===== src/rtl/oled_task_scheduler.sv =====
// Frame-synchronous source scheduler for the OLED pixel stream: debounced, prioritised task select.
// Define OLED_SCHED_BLANK_EN to insert BLANK_FRAMES black frames between sources.
module oled_task_scheduler #(
    parameter int unsigned DEBOUNCE_CYCLES = 1000000,
    parameter int unsigned BLANK_FRAMES    = 2
) (
    input  logic        clk,
    input  logic        reset,
    input  logic [3:0]  sw_task,
    input  logic        frame_begin,
    input  logic [15:0] colour_a,
    input  logic [15:0] colour_b,
    input  logic [15:0] colour_c,
    input  logic [15:0] colour_d,
    input  logic [15:0] colour_paint,
    output logic [15:0] pixel_data,
    output logic [3:0]  task_active,
    output logic        seg_en,
    output logic [2:0]  active_src,
    output logic        busy
);

    localparam int unsigned   CW     = $clog2(DEBOUNCE_CYCLES + 1);
    localparam logic [CW-1:0] DB_MAX = CW'(DEBOUNCE_CYCLES);

    if (DEBOUNCE_CYCLES < 1) begin : g_bad_debounce
        $error("DEBOUNCE_CYCLES must be at least 1");
    end
    if (BLANK_FRAMES < 1 || BLANK_FRAMES > 15) begin : g_bad_blank
        $error("BLANK_FRAMES must be in 1..15");
    end

    typedef enum logic [1:0] {
        SHOW,
        WAIT_FRAME,
        BLANK
    } state_t;

    logic [3:0]    sw_meta;
    logic [3:0]    sw_sync;
    logic [2:0]    fb_sync;
    logic          frame_tick;
    logic [2:0]    req;
    logic [2:0]    prev_req;
    logic [2:0]    stable_req;
    logic [CW-1:0] db_cnt;
    logic [CW-1:0] db_next;

    state_t        state;
    state_t        state_next;
    logic [2:0]    src_next;
    logic [2:0]    target;
    logic [2:0]    target_next;
    logic          blank_next;
    logic [15:0]   pix_next;
    logic [3:0]    task_next;
    logic          seg_next;
    logic          busy_next;

`ifdef OLED_SCHED_BLANK_EN
    localparam logic [3:0] BLANK_N = 4'(BLANK_FRAMES);
    logic [3:0] frame_cnt;
    logic [3:0] frame_cnt_next;
`endif

    // Input synchronisers; frame_tick is registered so it lands 3 cycles after the raw rise.
    always_ff @(posedge clk or posedge reset) begin
        if (reset) begin
            sw_meta    <= '0;
            sw_sync    <= '0;
            fb_sync    <= '0;
            frame_tick <= 1'b0;
        end else begin
            sw_meta    <= sw_task;
            sw_sync    <= sw_meta;
            fb_sync    <= {fb_sync[1:0], frame_begin};
            frame_tick <= fb_sync[1] & ~fb_sync[2];
        end
    end

    always_comb begin
        if (sw_sync[0])      req = 3'd1;
        else if (sw_sync[1]) req = 3'd2;
        else if (sw_sync[2]) req = 3'd3;
        else if (sw_sync[3]) req = 3'd4;
        else                 req = 3'd0;
    end

    // db_cnt holds the number of consecutive cycles req has been steady, saturating at DB_MAX.
    always_comb begin
        if (req != prev_req)      db_next = CW'(1);
        else if (db_cnt == DB_MAX) db_next = DB_MAX;
        else                       db_next = db_cnt + 1'b1;
    end

    always_ff @(posedge clk or posedge reset) begin
        if (reset) begin
            prev_req   <= '0;
            db_cnt     <= '0;
            stable_req <= '0;
        end else begin
            prev_req <= req;
            db_cnt   <= db_next;
            if (db_next == DB_MAX)
                stable_req <= req;
        end
    end

    always_comb begin
        state_next  = state;
        src_next    = active_src;
        target_next = target;
`ifdef OLED_SCHED_BLANK_EN
        frame_cnt_next = frame_cnt;
`endif
        case (state)
            SHOW: begin
                if (stable_req != active_src) begin
                    state_next  = WAIT_FRAME;
                    target_next = stable_req;
                end
            end
            WAIT_FRAME: begin
                target_next = stable_req;
                if (stable_req == active_src) begin
                    state_next = SHOW;
                end else if (frame_tick) begin
`ifdef OLED_SCHED_BLANK_EN
                    state_next     = BLANK;
                    frame_cnt_next = '0;
`else
                    state_next = SHOW;
                    src_next   = target;
`endif
                end
            end
`ifdef OLED_SCHED_BLANK_EN
            BLANK: begin
                target_next = stable_req;
                if (frame_tick) begin
                    if (frame_cnt + 4'd1 == BLANK_N) begin
                        state_next     = SHOW;
                        src_next       = target;
                        frame_cnt_next = '0;
                    end else begin
                        frame_cnt_next = frame_cnt + 4'd1;
                    end
                end
            end
`endif
            default: state_next = SHOW;
        endcase
    end

    // Outputs are decoded from the next state/source so they change on the committing edge.
    always_comb begin
`ifdef OLED_SCHED_BLANK_EN
        blank_next = (state_next == BLANK);
`else
        blank_next = 1'b0;
`endif
        case (src_next)
            3'd0:    pix_next = colour_paint;
            3'd1:    pix_next = colour_a;
            3'd2:    pix_next = colour_b;
            3'd3:    pix_next = colour_c;
            3'd4:    pix_next = colour_d;
            default: pix_next = '0;
        endcase
        case (src_next)
            3'd1:    task_next = 4'b0001;
            3'd2:    task_next = 4'b0010;
            3'd3:    task_next = 4'b0100;
            3'd4:    task_next = 4'b1000;
            default: task_next = 4'b0000;
        endcase
        seg_next  = (src_next == 3'd0);
        busy_next = (state_next != SHOW);
        if (blank_next) begin
            pix_next  = '0;
            task_next = '0;
            seg_next  = 1'b0;
        end
    end

    always_ff @(posedge clk or posedge reset) begin
        if (reset) begin
            state       <= SHOW;
            active_src  <= '0;
            target      <= '0;
            pixel_data  <= '0;
            task_active <= '0;
            seg_en      <= 1'b0;
            busy        <= 1'b0;
        end else begin
            state       <= state_next;
            active_src  <= src_next;
            target      <= target_next;
            pixel_data  <= pix_next;
            task_active <= task_next;
            seg_en      <= seg_next;
            busy        <= busy_next;
        end
    end

`ifdef OLED_SCHED_BLANK_EN
    always_ff @(posedge clk or posedge reset) begin
        if (reset)
            frame_cnt <= '0;
        else
            frame_cnt <= frame_cnt_next;
    end
`endif

endmodule


===== config.mk =====
export PLATFORM = sky130hd
export DESIGN_NAME = oled_task_scheduler
export DESIGN_NICKNAME = d
export VERILOG_FILES = /design/src/rtl/oled_task_scheduler.sv
export SDC_FILE = /design/constraint.sdc
export NUM_CORES = 1
export LEC_CHECK = 0
export CORE_MARGIN = 4
export CORE_UTILIZATION = 45
export CTS_CLUSTER_SIZE = 8
export DETAILED_ROUTE_END_ITERATION = 8
export PLACE_DENSITY = 0.87
export SLEW_MARGIN = 20
export SYNTH_ARGS = -nofsm -noshare
export SYNTH_HDL_FRONTEND = slang
export SYNTH_SLANG_ARGS = --single-unit

===== constraint.sdc =====
create_clock -name clk -period 3.68 [get_ports clk]
set_clock_uncertainty 0.15 [all_clocks]
set_input_delay 0.368 -clock clk [delete_from_list [all_inputs] [get_ports clk]]
set_output_delay 0.368 -clock clk [all_outputs]
set_load 0.02 [all_outputs]

==> reports/metrics.yaml <==
outcome: "complete, no violations"
hold_ws_ps: 203.3
placement.io_buffers: 111
max_slew.worst_pin.slew_ps: 838.4
multi_input_area_mm2: 0.001428
reg2reg_to: "pixel_data[1]"
synth_top_cell_by_area: "dfrtp_1"
root_buffer: "clkbuf_8"
syn2layout_area_growth_pct: 42.29
post-route-period-util: 0.8284
ys_seq_elements: 68
arrival_ps: 3150
synth_edf_count: 0
finalHoldViolCount: 0
overflow: 0
grt_pass1_wl_um: 14320
yosysWarnings: 0
cts-resized-gates: 0
cts_max_path_buffers: 2
clock_sinks: 68
powerDensity_mw_per_mm2: 336.7
initialDrtViolationCount: 162
hpwl_um: 6606
cts_setup_buffers: 0
startpoint: "active_src[1]"
leakagePower_nw: 1.835
grt_pass1_vias: 2997
cts_buffers: 9
synth_cell_types: 49
htree_levels: 3
holdPathStages: 0
ys_seq_area_frac: 0.5296
setup_viol_count_final: 0
total_power_mw: 1.539
syn_inst: 296
die_h_um: 92.50
insertion_delay_ps: 350
endpoint: "pixel_data[1]"
drt-total-wl_um: 9009
drcViolationCount: 0
synth.top_cell.area_share: 0.5296
worstSetupPathType: "register to register"
cap_violations: 0
initial_core_util: 0.4678
drt-wirelength-per-cell_um: 17.77
die_w_um: 92.50
synth_area_mm2: 0.003213
die_area_mm2: 0.008556
synthArstFlopShare: 1.000
max_freq_mhz: 328.0
rows: 30
yosysMostFrequentCell: "dfrtp_1"
core_mm2: 0.006869
rr_worst_depth: 6
track_usage: 0.2172
antenna_found_initial: 0
period_needed_ps: 3049
worst_setup_path_start_kind: "register"
syn_nets: 385
synth.area.top_cells: "dfrtp_1, a22oi_1, o221ai_1"
critical_path_required_ps: 3780
postCtsHoldBufs: 0
reg2reg_slack_ps: 630
cp-end-kind: "register"
grt_max_degree: 38
finalSetupTns_ps: 0
worstPathMaxFanout: 19
fill_cells: 497
finalMaxSlewViolations: 0
synthFlopType: "dfrtp_1"
final_nets: 495
slew-limit-headroom: 0.4411
reg2reg_from: "active_src[1]"
synth.avg_cell_area_um2: 10.86
path_clk_slew_ps: 80
vias: 2862
antenna_left: 0
hp-class: "register to register"
ios: 112
drive_above_1_share: 0.09489
cts_tree: "built"
insertedDiodeCount: 0
synth_common_cells: "dfrtp_1, a22oi_1, nor2_1, nand2_1, o221ai_1"
viasPerCell: 5.645
rsz0062_at_grt: "no"
irDropWorstVdd_mv: 0.2222
place_congestion: 0.8587
drt-pass1-iter-count: 5
regArea_mm2: 0.001702
[power breakdown]
part           leakage [nW]  internal [mW]  switching, mW
sequential            0.869          0.767         0.0122
combinational         0.878          0.117         0.0711
clock                0.0879          0.254          0.318
total                  1.84           1.14          0.401
[layout by cell type (no fill, tap or decap), drive strengths merged, types with 2 or more instances in the layout]
master,n
and2,3
nand3b,3
a22oi,32
nor3,7
nor2,27
nand4,5
mux2,9
clkdlybuf4s50,111
nor4,4
nor3b,2
nand2b,5
dfrtp,68
or3b,3
a21oi,4
ha,2
xnor2,11
o21ai,8
and3,7
o221ai,15
xor2,10
nand2,21
inv,7
nand3,10
nor2b,4
clkbuf,9
clkinvlp,2
clkinv,3
or3,3
[logic make-up after synthesis]
logic type | count (synthesis) | share of synthesized area
buffers and inverters | 18 | 0.02842
AND/OR/NAND/NOR | 109 | 0.1795
adder cells (fa/ha/maj) | 2 | 0.007787
XOR/XNOR | 21 | 0.05724
flip-flops | 68 | 0.5296
multiplexers | 9 | 0.03154
other | 1 | 0.001167
AO/OA/AOI/OAI | 68 | 0.1647
[metrics by stage]
| step | util | cell area (um2) | worst slack [ps] | std cells |
|---|---|---|---|---|
| after floorplan | - | 3213 | 1192 | 296 |
| after global placement | 0.6375 | 4379 | 844.0 | 491 |
| after detailed placement | 0.6381 | 4383 | 681.7 | 491 |
| after CTS | 0.6650 | 4568 | 669.3 | 507 |
| after global routing | 0.6656 | 4572 | 475.1 | 507 |
| final | 0.6656 | 4572 | 631.4 | 507 |
[sequential cells by signal (all words and copies together) (netlist names)]
register and count:
target 3, frame_tick 1, seg_en 1, db_cnt 20
state 2, pixel_data 16, active_src 3, sw_meta 4
busy 1, fb_sync 3, task_active 4, sw_sync 4
prev_req 3, stable_req 3
[worst min path at each step]
stage                     startpoint         end  slack [ps]
final                     sw_meta[0]  sw_sync[0]         200
after CTS                 sw_meta[0]  sw_sync[0]         200
after floorplan           fb_sync[0]  fb_sync[1]         180
after global placement    sw_meta[0]  sw_sync[0]         180
after global routing      sw_meta[0]  sw_sync[0]         210
after detailed placement  sw_meta[0]  sw_sync[0]         190
[metal layers]
layer  GRT usage  wire (um)  vias to the layer above
li1            -          -                     1312
met1      0.2262       3330                     1369
met2      0.3964       4633                      155
met3     0.06661        789                       26
met4      0.1002        257                        0
met5           0          0                        -
[critical path: stages, from the launching register on]
cell and delay [ps]:
dfrtp_1 460, xor2_1 190, o311a_1 550, o21ai_2 730, and2_1 620, nand2_1 130
o221ai_1 110
[final cells by class]
class                           count  area share
Clock buffer                        9     0.02709
Clock inverter                      7     0.01341
Inverter                            5    0.004105
Multi-Input combinational cell    210      0.3123
Sequential cell                    68      0.3722
Tap cell                           96     0.02627
Timing Repair Buffer              112      0.2447
(Power assumes the default switching activity.)
